## src/rtl/cache_set_lookup_pkg.sv

```systemverilog
// cache_pkg: shared op/state encodings and way geometry for the set lookup
package cache_pkg;
  localparam int WAYS = 8;
  localparam int WAY_W = 3;
  typedef enum logic [1:0] {OP_READ = 2'd0, OP_WRITE = 2'd1, OP_INVAL = 2'd2} op_e;
  typedef enum logic [1:0] {IDLE, LOOKUP, RESP} state_e;
endpackage

```

## src/rtl/cache_set_lookup_way_match.sv

```systemverilog
// way_match: parallel tag compare plus first-invalid search across the set
module way_match
  import cache_pkg::*;
#(
  parameter int TAG_W = 12
) (
  input  logic [WAYS*TAG_W-1:0] i_tags,
  input  logic [WAYS-1:0]       i_valid,
  input  logic [TAG_W-1:0]      i_tag,
  output logic                  o_hit,
  output logic [WAY_W-1:0]      o_hit_way,
  output logic                  o_has_invalid,
  output logic [WAY_W-1:0]      o_first_invalid
);
  // Scanning high to low lets the lowest index win on duplicates
  always_comb begin
    o_hit = 1'b0;
    o_hit_way = '0;
    o_has_invalid = 1'b0;
    o_first_invalid = '0;
    for (int i = WAYS - 1; i >= 0; i--) begin
      if (i_valid[i] && i_tags[i*TAG_W +: TAG_W] == i_tag) begin
        o_hit = 1'b1;
        o_hit_way = WAY_W'(i);
      end
      if (!i_valid[i]) begin
        o_has_invalid = 1'b1;
        o_first_invalid = WAY_W'(i);
      end
    end
  end
endmodule

```

## src/rtl/cache_set_lookup.sv

```systemverilog
// cache_set_lookup: tag lookup and fill controller for one 8-way set,
// feeding access pulses to the LRU tracker and consuming its victim choice.
module cache_set_lookup
  import cache_pkg::*;
#(
  parameter int TAG_W = 12
) (
  input  logic             clk,
  input  logic             rst,
  input  logic             req_valid,
  output logic             req_ready,
  input  logic [1:0]       req_op,
  input  logic [TAG_W-1:0] req_tag,
  output logic             resp_valid,
  input  logic             resp_ready,
  output logic             resp_hit,
  output logic [2:0]       resp_way,
  output logic             resp_wb,
  output logic [TAG_W-1:0] resp_victim_tag,
  output logic             access_valid,
  output logic [2:0]       access_way,
  input  logic [2:0]       evict_way
);
  state_e                  r_state;
  op_e                     r_op;
  logic [TAG_W-1:0]        r_tag;
  logic [WAYS-1:0]         r_valid;
  logic [WAYS-1:0]         r_dirty;
  logic [WAYS*TAG_W-1:0]   r_tags;
  logic                    r_hit;
  logic [WAY_W-1:0]        r_way;
  logic                    r_wb;
  logic [TAG_W-1:0]        r_victim_tag;
  logic                    r_acc_valid;
  logic [WAY_W-1:0]        r_acc_way;
  logic                    w_hit;
  logic                    w_has_inv;
  logic [WAY_W-1:0]        w_hit_way;
  logic [WAY_W-1:0]        w_first_inv;
  logic [WAY_W-1:0]        w_victim;

  way_match #(.TAG_W(TAG_W)) u_match (
    .i_tags          (r_tags),
    .i_valid         (r_valid),
    .i_tag           (r_tag),
    .o_hit           (w_hit),
    .o_hit_way       (w_hit_way),
    .o_has_invalid   (w_has_inv),
    .o_first_invalid (w_first_inv)
  );

  assign w_victim        = w_has_inv ? w_first_inv : evict_way;
  assign req_ready       = r_state == IDLE;
  assign resp_valid      = r_state == RESP;
  assign resp_hit        = r_hit;
  assign resp_way        = r_way;
  assign resp_wb         = r_wb;
  assign resp_victim_tag = r_victim_tag;
  assign access_valid    = r_acc_valid;
  assign access_way      = r_acc_way;

  always_ff @(posedge clk or posedge rst) begin
    if (rst) begin
      r_state      <= IDLE;
      r_op         <= OP_READ;
      r_tag        <= '0;
      r_valid      <= '0;
      r_dirty      <= '0;
      r_tags       <= '0;
      r_hit        <= 1'b0;
      r_way        <= '0;
      r_wb         <= 1'b0;
      r_victim_tag <= '0;
      r_acc_valid  <= 1'b0;
      r_acc_way    <= '0;
    end else begin
      case (r_state)
        IDLE: if (req_valid) begin
          r_op    <= req_op == 2'd3 ? OP_READ : op_e'(req_op);
          r_tag   <= req_tag;
          r_state <= LOOKUP;
        end
        LOOKUP: begin
          r_state <= RESP;
          if (r_op == OP_INVAL) begin
            r_hit        <= w_hit;
            r_way        <= w_hit ? w_hit_way : '0;
            r_wb         <= w_hit & r_dirty[w_hit_way];
            r_victim_tag <= w_hit ? r_tags[w_hit_way*TAG_W +: TAG_W] : '0;
            if (w_hit) begin
              r_valid[w_hit_way] <= 1'b0;
              r_dirty[w_hit_way] <= 1'b0;
            end
          end else if (w_hit) begin
            r_hit       <= 1'b1;
            r_way       <= w_hit_way;
            r_wb        <= 1'b0;
            r_acc_valid <= 1'b1;
            r_acc_way   <= w_hit_way;
            if (r_op == OP_WRITE) r_dirty[w_hit_way] <= 1'b1;
          end else begin
            r_hit                            <= 1'b0;
            r_way                            <= w_victim;
            r_wb                             <= r_valid[w_victim] & r_dirty[w_victim];
            r_victim_tag                     <= r_tags[w_victim*TAG_W +: TAG_W];
            r_tags[w_victim*TAG_W +: TAG_W]  <= r_tag;
            r_valid[w_victim]                <= 1'b1;
            r_dirty[w_victim]                <= r_op == OP_WRITE;
            r_acc_valid                      <= 1'b1;
            r_acc_way                        <= w_victim;
          end
        end
        RESP: begin
          r_acc_valid <= 1'b0;
          if (resp_ready) r_state <= IDLE;
        end
        default: r_state <= IDLE;
      endcase
    end
  end
endmodule
```

## config.mk

```make
export PLATFORM = sky130hd
export DESIGN_NAME = cache_set_lookup
export DESIGN_NICKNAME = d
export VERILOG_FILES = /design/src/rtl/cache_set_lookup_pkg.sv /design/src/rtl/cache_set_lookup_way_match.sv /design/src/rtl/cache_set_lookup.sv
export SDC_FILE = /design/constraint.sdc
export NUM_CORES = 1
export LEC_CHECK = 0
export CORE_UTILIZATION = 50
export CTS_CLUSTER_DIAMETER = 50
export DETAILED_ROUTE_END_ITERATION = 7
export GPL_TIMING_DRIVEN = 1
export HOLD_SLACK_MARGIN = 0.12
export PLACE_DENSITY = 0.69
export SYNTH_ARGS = -nofsm -noshare
export SYNTH_HDL_FRONTEND = slang
export SYNTH_HIERARCHICAL = 1
export SYNTH_SLANG_ARGS = --single-unit
```

## constraint.sdc

```tcl
create_clock -name clk -period 7.1 [get_ports clk]
set_input_delay 1.42 -clock clk [delete_from_list [all_inputs] [get_ports clk]]
set_output_delay 1.42 -clock clk [all_outputs]
set_load 0.1 [all_outputs]
```

## Yosys cells after proc, flatten, opt, wreduce, memory -nomap -nowiden

Index checks and enable logic that the tools add are counted.
Widths: inputs -> output; s select.

- Register bits: 149
- Bits of input ports: 21
- Output and inout port bits: 23
- Logic and storage cells: 139

- Add/subtract/negate cells: 1
- $mul: 2
- Order comparisons: 4
- Equal/unequal tests: 19
- Shift-type cells: 4
- Multiplexer cells: 68
- Bitwise gates (word level): 9
- Reduce and logical (&&, ||, !) cells: 20

Operators by type and width:

| operator | count |
|---|---|
| $shiftx 96x8->12 | 2 |
| $bwmux 96 | 1 |
| $eq 12x12->1 | 8 |
| $shift 12x34->96 const A | 1 |
| $shiftx 12x34->96 | 1 |
| $mux 3 | 20 |
| $mux 8 | 7 |
| $mux 12 | 3 |
| $neg 7->34 | 1 |
| $mux 1 | 26 |
| $and 8x8->8 | 2 |
| $or 8x8->8 | 2 |
| $logic_and 1x1->1 | 10 |
| $mul 3x2->5 const B | 2 |
| $reduce_and 2->1 | 5 |
| $bmux 1 s3 | 3 |
| $reduce_and 3->1 | 3 |
| $bwmux 8 | 1 |
| $lt 3x4->1 const B | 2 |
| $not 8->8 | 1 |
| $demux 1 s3 | 2 |
| $eq 2x2->1 const B | 3 |
| $ge 3x1->1 const B | 2 |
| $mux 2 | 3 |
| other kinds (10) | 16 |

## Longest topological paths before layout

- Word-level depth: 18
- Gate-level depth with buffers: 23

## By module

The synthesis kept the hierarchy.

Modules (own cells, without submodules):

| module | instances | cells an instance | area each (µm²) | seq. area each (µm²) |
|---|---|---|---|---|
| cache_set_lookup | 1 | 930 | 9,173.8 | 3,728.6 |
| way_match | 1 | 172 | 1,366.3 | 0.0 |

## Worst setup path before layout

No wires, ideal clock.

- Path kind: input to register
- Start point: in evict_way[0]
- End point: reg r_tags[4]
- Library setup time: 0.065 ns
- Arrival: 5.140 ns
- Data required time: 7.035 ns
- Path slack: 1.896 ns
- Cell stages on the path: 16
- Buffers on the path: 4
- Path through: mux2i_4 inv_1 buf_2 clkbuf_1 buf_1 ha_1 fa_1 clkbuf_1 xnor2_1 nor2_1 ha_1 or3_1 nand4b_1 or2_2 o32ai_1 mux2_2

- Cells in the longest elaborated chain, start to end: 5
- Elaborated cells on any way between the ends: 6
- Classes of those cells: 1 x add/sub; 1 x mul; 2 x shift; 2 x mux

Ends and longest elaborated chain:

| element | line | source |
|---|---|---|
| start: declaration | cache_set_lookup.sv:22 | `input logic [2:0] evict_way` |
| $mux 3 (*) | cache_set_lookup.sv:52 | `assign w_victim = w_has_inv ? w_first_inv : evict_way;` |
| $mul 3x2->5 (*) | cache_set_lookup.sv:106 | `r_tags[w_victim*TAG_W +: TAG_W] <= r_tag;` |
| $neg 7->34 (*) | cache_set_lookup.sv:106 |  |
| $shiftx 12x34->96 or $shift 12x34->96 (tied branches) | cache_set_lookup.sv:106 |  |
| $bwmux 96 (*) | cache_set_lookup.sv:106 |  |
| end signal: indexed assignment | cache_set_lookup.sv:106 |  |
| end: declaration | cache_set_lookup.sv:29 | `logic [WAYS*TAG_W-1:0] r_tags;` |

Mark *: on every way between the ends. The rest lies on a longest branch, timed or not.
A chain may end at the register's enable or synchronous reset.

## Worst setup path in the final report

- Start point: in evict_way[2]
- End point: reg r_tags[34]

The elaborated chain is that of the path after synthesis.

==> summary.md <==
| Metric | Value |
|---|---|
| Proportion of synthesized chip area in sequential cells | 0.354 |
| DRT Pass-1 Iters | 8 |
| Critical Path RT | approximately 7.4 ns |
| Post-synthesis mux area share | 0.191 |
| Total of max-cap violations | 0 |
| Setup TNS | 0 ns |
| Reg2reg path depth | 13 |
| Vias in the first global route | 9064 |
| Main combinational cell family by area after synthesis | multiplexers |
| Fin Hold WS | about 0.48 ns |
| Cell Area, Placed | roughly 11000 um2 |
| Distinct cells, synth | 73 |
| Pin count of the biggest net entering global routing | 92 |
| Slew @ Worst Pin | roughly 1.3 ns |
| Netlist Area Pre-Place | 10500 um2 |
| XOR/XNOR share of the synthesized area | 0.0880 |
| Final ANT Viol Nets | 0 |
| Pre-CTS worst setup slack | 1.27 ns |
| Adder-cell share of the synthesized area | 0.0161 |
| CTS sink count | approximately 150 |
| Most frequent CP cell | nor2_1 |
| DRC viols | 0 |
| Top Ports | 44 |
| Worst setup path start | evict_way[2] |
| TritonCTS clock tree | done |
| Post-synth top flop | dfrtp_1 |
| Crit-path slowest cell | fa_1 |
| Die width | between 100 and 150 um |
| Clock latency on the worst-skew pair | between 0.4 and 0.5 ns |
| Yosys reg bits | 149 |
| CP cell instances | clkdlybuf4s50_1 > mux2i_2 > buf_4 > inv_2 > fa_1 > xnor2_1 > nor2_1 > ha_1 > and3_1 > nand3_1 > nor2_1 > mux2_2 |
| Worst Skew | approximately 0.016 ns |
| Gr usage total | 0.362 |
| Dominant cells by area after synthesis | dfrtp_1 (35%), mux2_2 (12%), xnor2_1 (5.7%) |
| # Post-CTS Setup Buffers | 0 |
| Vias | 9523 |
| Die Y | between 100 and 150 um |
| Share of post-route cells with drive strength above 1 | 0.182 |
| Total wire length | around 38 mm |
| Core area | roughly 20000 um2 |
| R2R Path Start | r_valid[1]$_DFFE_PP0P_ |
| Max-slew violations | 0 |
| DR vias/cell | 6.85 |
| Compound-Gate Fraction of Synth Area | 0.146 |
| Hold Path Depth | 2 |
| Layout Nets | around 1100 |
| P&R area growth vs syn | 10.7% |
| Post-DP HPWL | about 27 mm |
| Clock transition at the registers of the reported paths | roughly 0.08 ns |
| Critical path type | in -> reg |
| Ys async rst share | 1.00 |
| Syn. warnings | 6 |
| Slew headroom | 0.142 |
| # rows | 52 |
| Top cell type's share of synthesized area | 0.354 |
| Post-cts sizing count | 0 |
| Antenna violations before repair | 0 |
| Post-route cell area | about 12000 um2 |
| EDFF count, synth | 0 |
| # diodes | 0 |
| Hold WC Path Type | reg -> reg |
| Crit Path Max Fanout | 25 |
| Clock tree buffer depth | 2 |
| Average cell area after synthesis | 9.56 um2 |
| FF-to-FF End | r_tags[34]$_DFFE_PP0P_ |
| Final Critical Period | approximately 5.5 ns |
| Hold_sp | resp_hit$_DFFE_PP0P_ |
| Status | complete, no violations |
| Number of port buffers | 43 |
| DR WL/cell | about 27 um |
| Synthesized Nets | roughly 1100 |
| R2R setup slack | between 1.5 and 2 ns |
| Total CTS buffers | 17 |
| Min setup slack post-route | 1.60 ns |
| Hold Buf Count CTS | 0 |
| Simple-gate portion of the synthesized area | 0.165 |
| Worst Setup End Kind | register |
| Fmax | between 150 and 200 MHz |
| Global route overflow | 0 |
| Worst path max stage delay | ~0.70 ns |
| Initial Util | 0.516 |
| Top-count cell post-synth | dfrtp_1 |
| Routability congestion estimate | about 1.0 |
| Root Driver | clkbuf_16 |
| Final hold viol count | 0 |
| Synth cell count leaders | dfrtp_1 (149), nand2_1 (134), mux2_2 (113) |
| Synth Instances | roughly 1100 |
| Hold EP | resp_hit$_DFFE_PP0P_ |
| Synth area leader | dfrtp_1 |
| RSZ-0062 raised after global routing | false |
| Setup violations, final | 0 |
| First-pass GRT wire length | between 50 and 60 mm |
| Die Area | between 20000 and 25000 um2 |
| Tcrit/Tclk final | 0.775 |
| Drt initial violations | 1292 |
| Data arrival, critical path | roughly 5.8 ns |
| CP Launch Type | input pin |
| H-tree depth | 4 |
per-stage QoR:
stage               utilization  instances
CTS                       0.571       1390
global placement          0.543       1358
finish                    0.571       1390
global route              0.571       1390
detailed placement        0.543       1358
floorplan                     -       1102
critical path: cells and delay by family:
kind	cells	cell delay, ns
multiplexers	2	0.56
adder cells (fa/ha/maj)	2	1.28
AND/OR/NAND/NOR	4	1.09
XOR/XNOR	1	0.41
buffers and inverters	3	1.02
how the worst max path moves through the flow:
| stage | slack [ns] | cells after the start | to |
|---|---|---|---|
| after floorplan | 1.67 | 1 | access_valid$_DFFE_PP0P_ |
| after global placement | 1.32 | 12 | r_tags[20]$_DFFE_PP0P_ |
| after detailed placement | 1.27 | 12 | r_tags[20]$_DFFE_PP0P_ |
| after CTS | 1.70 | 12 | r_tags[34]$_DFFE_PP0P_ |
| after global routing | 1.43 | 12 | r_tags[34]$_DFFE_PP0P_ |
| final | 1.60 | 12 | r_tags[34]$_DFFE_PP0P_ |
flip-flops by register name, summed over array words and instances (netlist names):
| name | count |
|---|---|
| r_state | 2 |
| resp_way | 3 |
| access_valid | 1 |
| r_valid | 8 |
| resp_wb | 1 |
| resp_victim_tag | 12 |
| r_tag | 12 |
| access_way | 3 |
| r_tags | 96 |
| r_dirty | 8 |
| r_op | 2 |
| resp_hit | 1 |
kinds of logic (layout without fill, tap and decap cells):
group	Yosys count	count (layout)
buffers and inverters	87	105
and+or+nand+nor	368	368
DFF	149	149
adders and majority gates	13	13
AOI/OAI and AO/OA	219	219
xor gates and xnor gates	102	102
muxes	164	164
layer usage:
layer / vias to the layer above / wire, um / global-route usage
met5: - / 0 / 0
met4: 0 / 2130 / 0.185
met3: 153 / 4670 / 0.0960
met2: 704 / 16300 / 0.532
met1: 4617 / 15000 / 0.489
li1: 4049 / - / -
final cells by class:
| cell class | count | area [um2] |
|---|---|---|
| timing repair buffer | 60 | 558 |
| sequential | 149 | 3730 |
| clock inverter | 13 | 111 |
| tap | 270 | 338 |
| inverter | 13 | 53.8 |
| fill | 1783 | 8760 |
| multi-input combinational | 866 | 6420 |
| clock buffer | 19 | 453 |
cell usage in the layout (no fill, tap or decap), drive strengths merged, types with 6 or more instances in the layout:
cell type / count
mux2i: 34
o21ai: 35
o2111ai: 12
mux4: 17
o211ai: 12
nand4: 17
nor2b: 9
nand2: 134
a41oi: 6
nor3: 22
dfrtp: 149
a31oi: 25
xor2: 32
and2: 9
ha: 12
nand3b: 7
and3: 7
nor2: 75
o22ai: 18
o21a: 11
o2bb2ai: 8
inv: 20
xnor2: 70
a221oi: 9
mux2: 113
nand3: 56
clkbuf: 19
clkdlybuf4s50: 43
a21oi: 30
buf: 17
a22oi: 10
nor4: 13
nand2b: 9
Power is left out: the tool's default activity adds up to more than one toggle a clock period on the data nets, which glitch-free logic cannot reach.
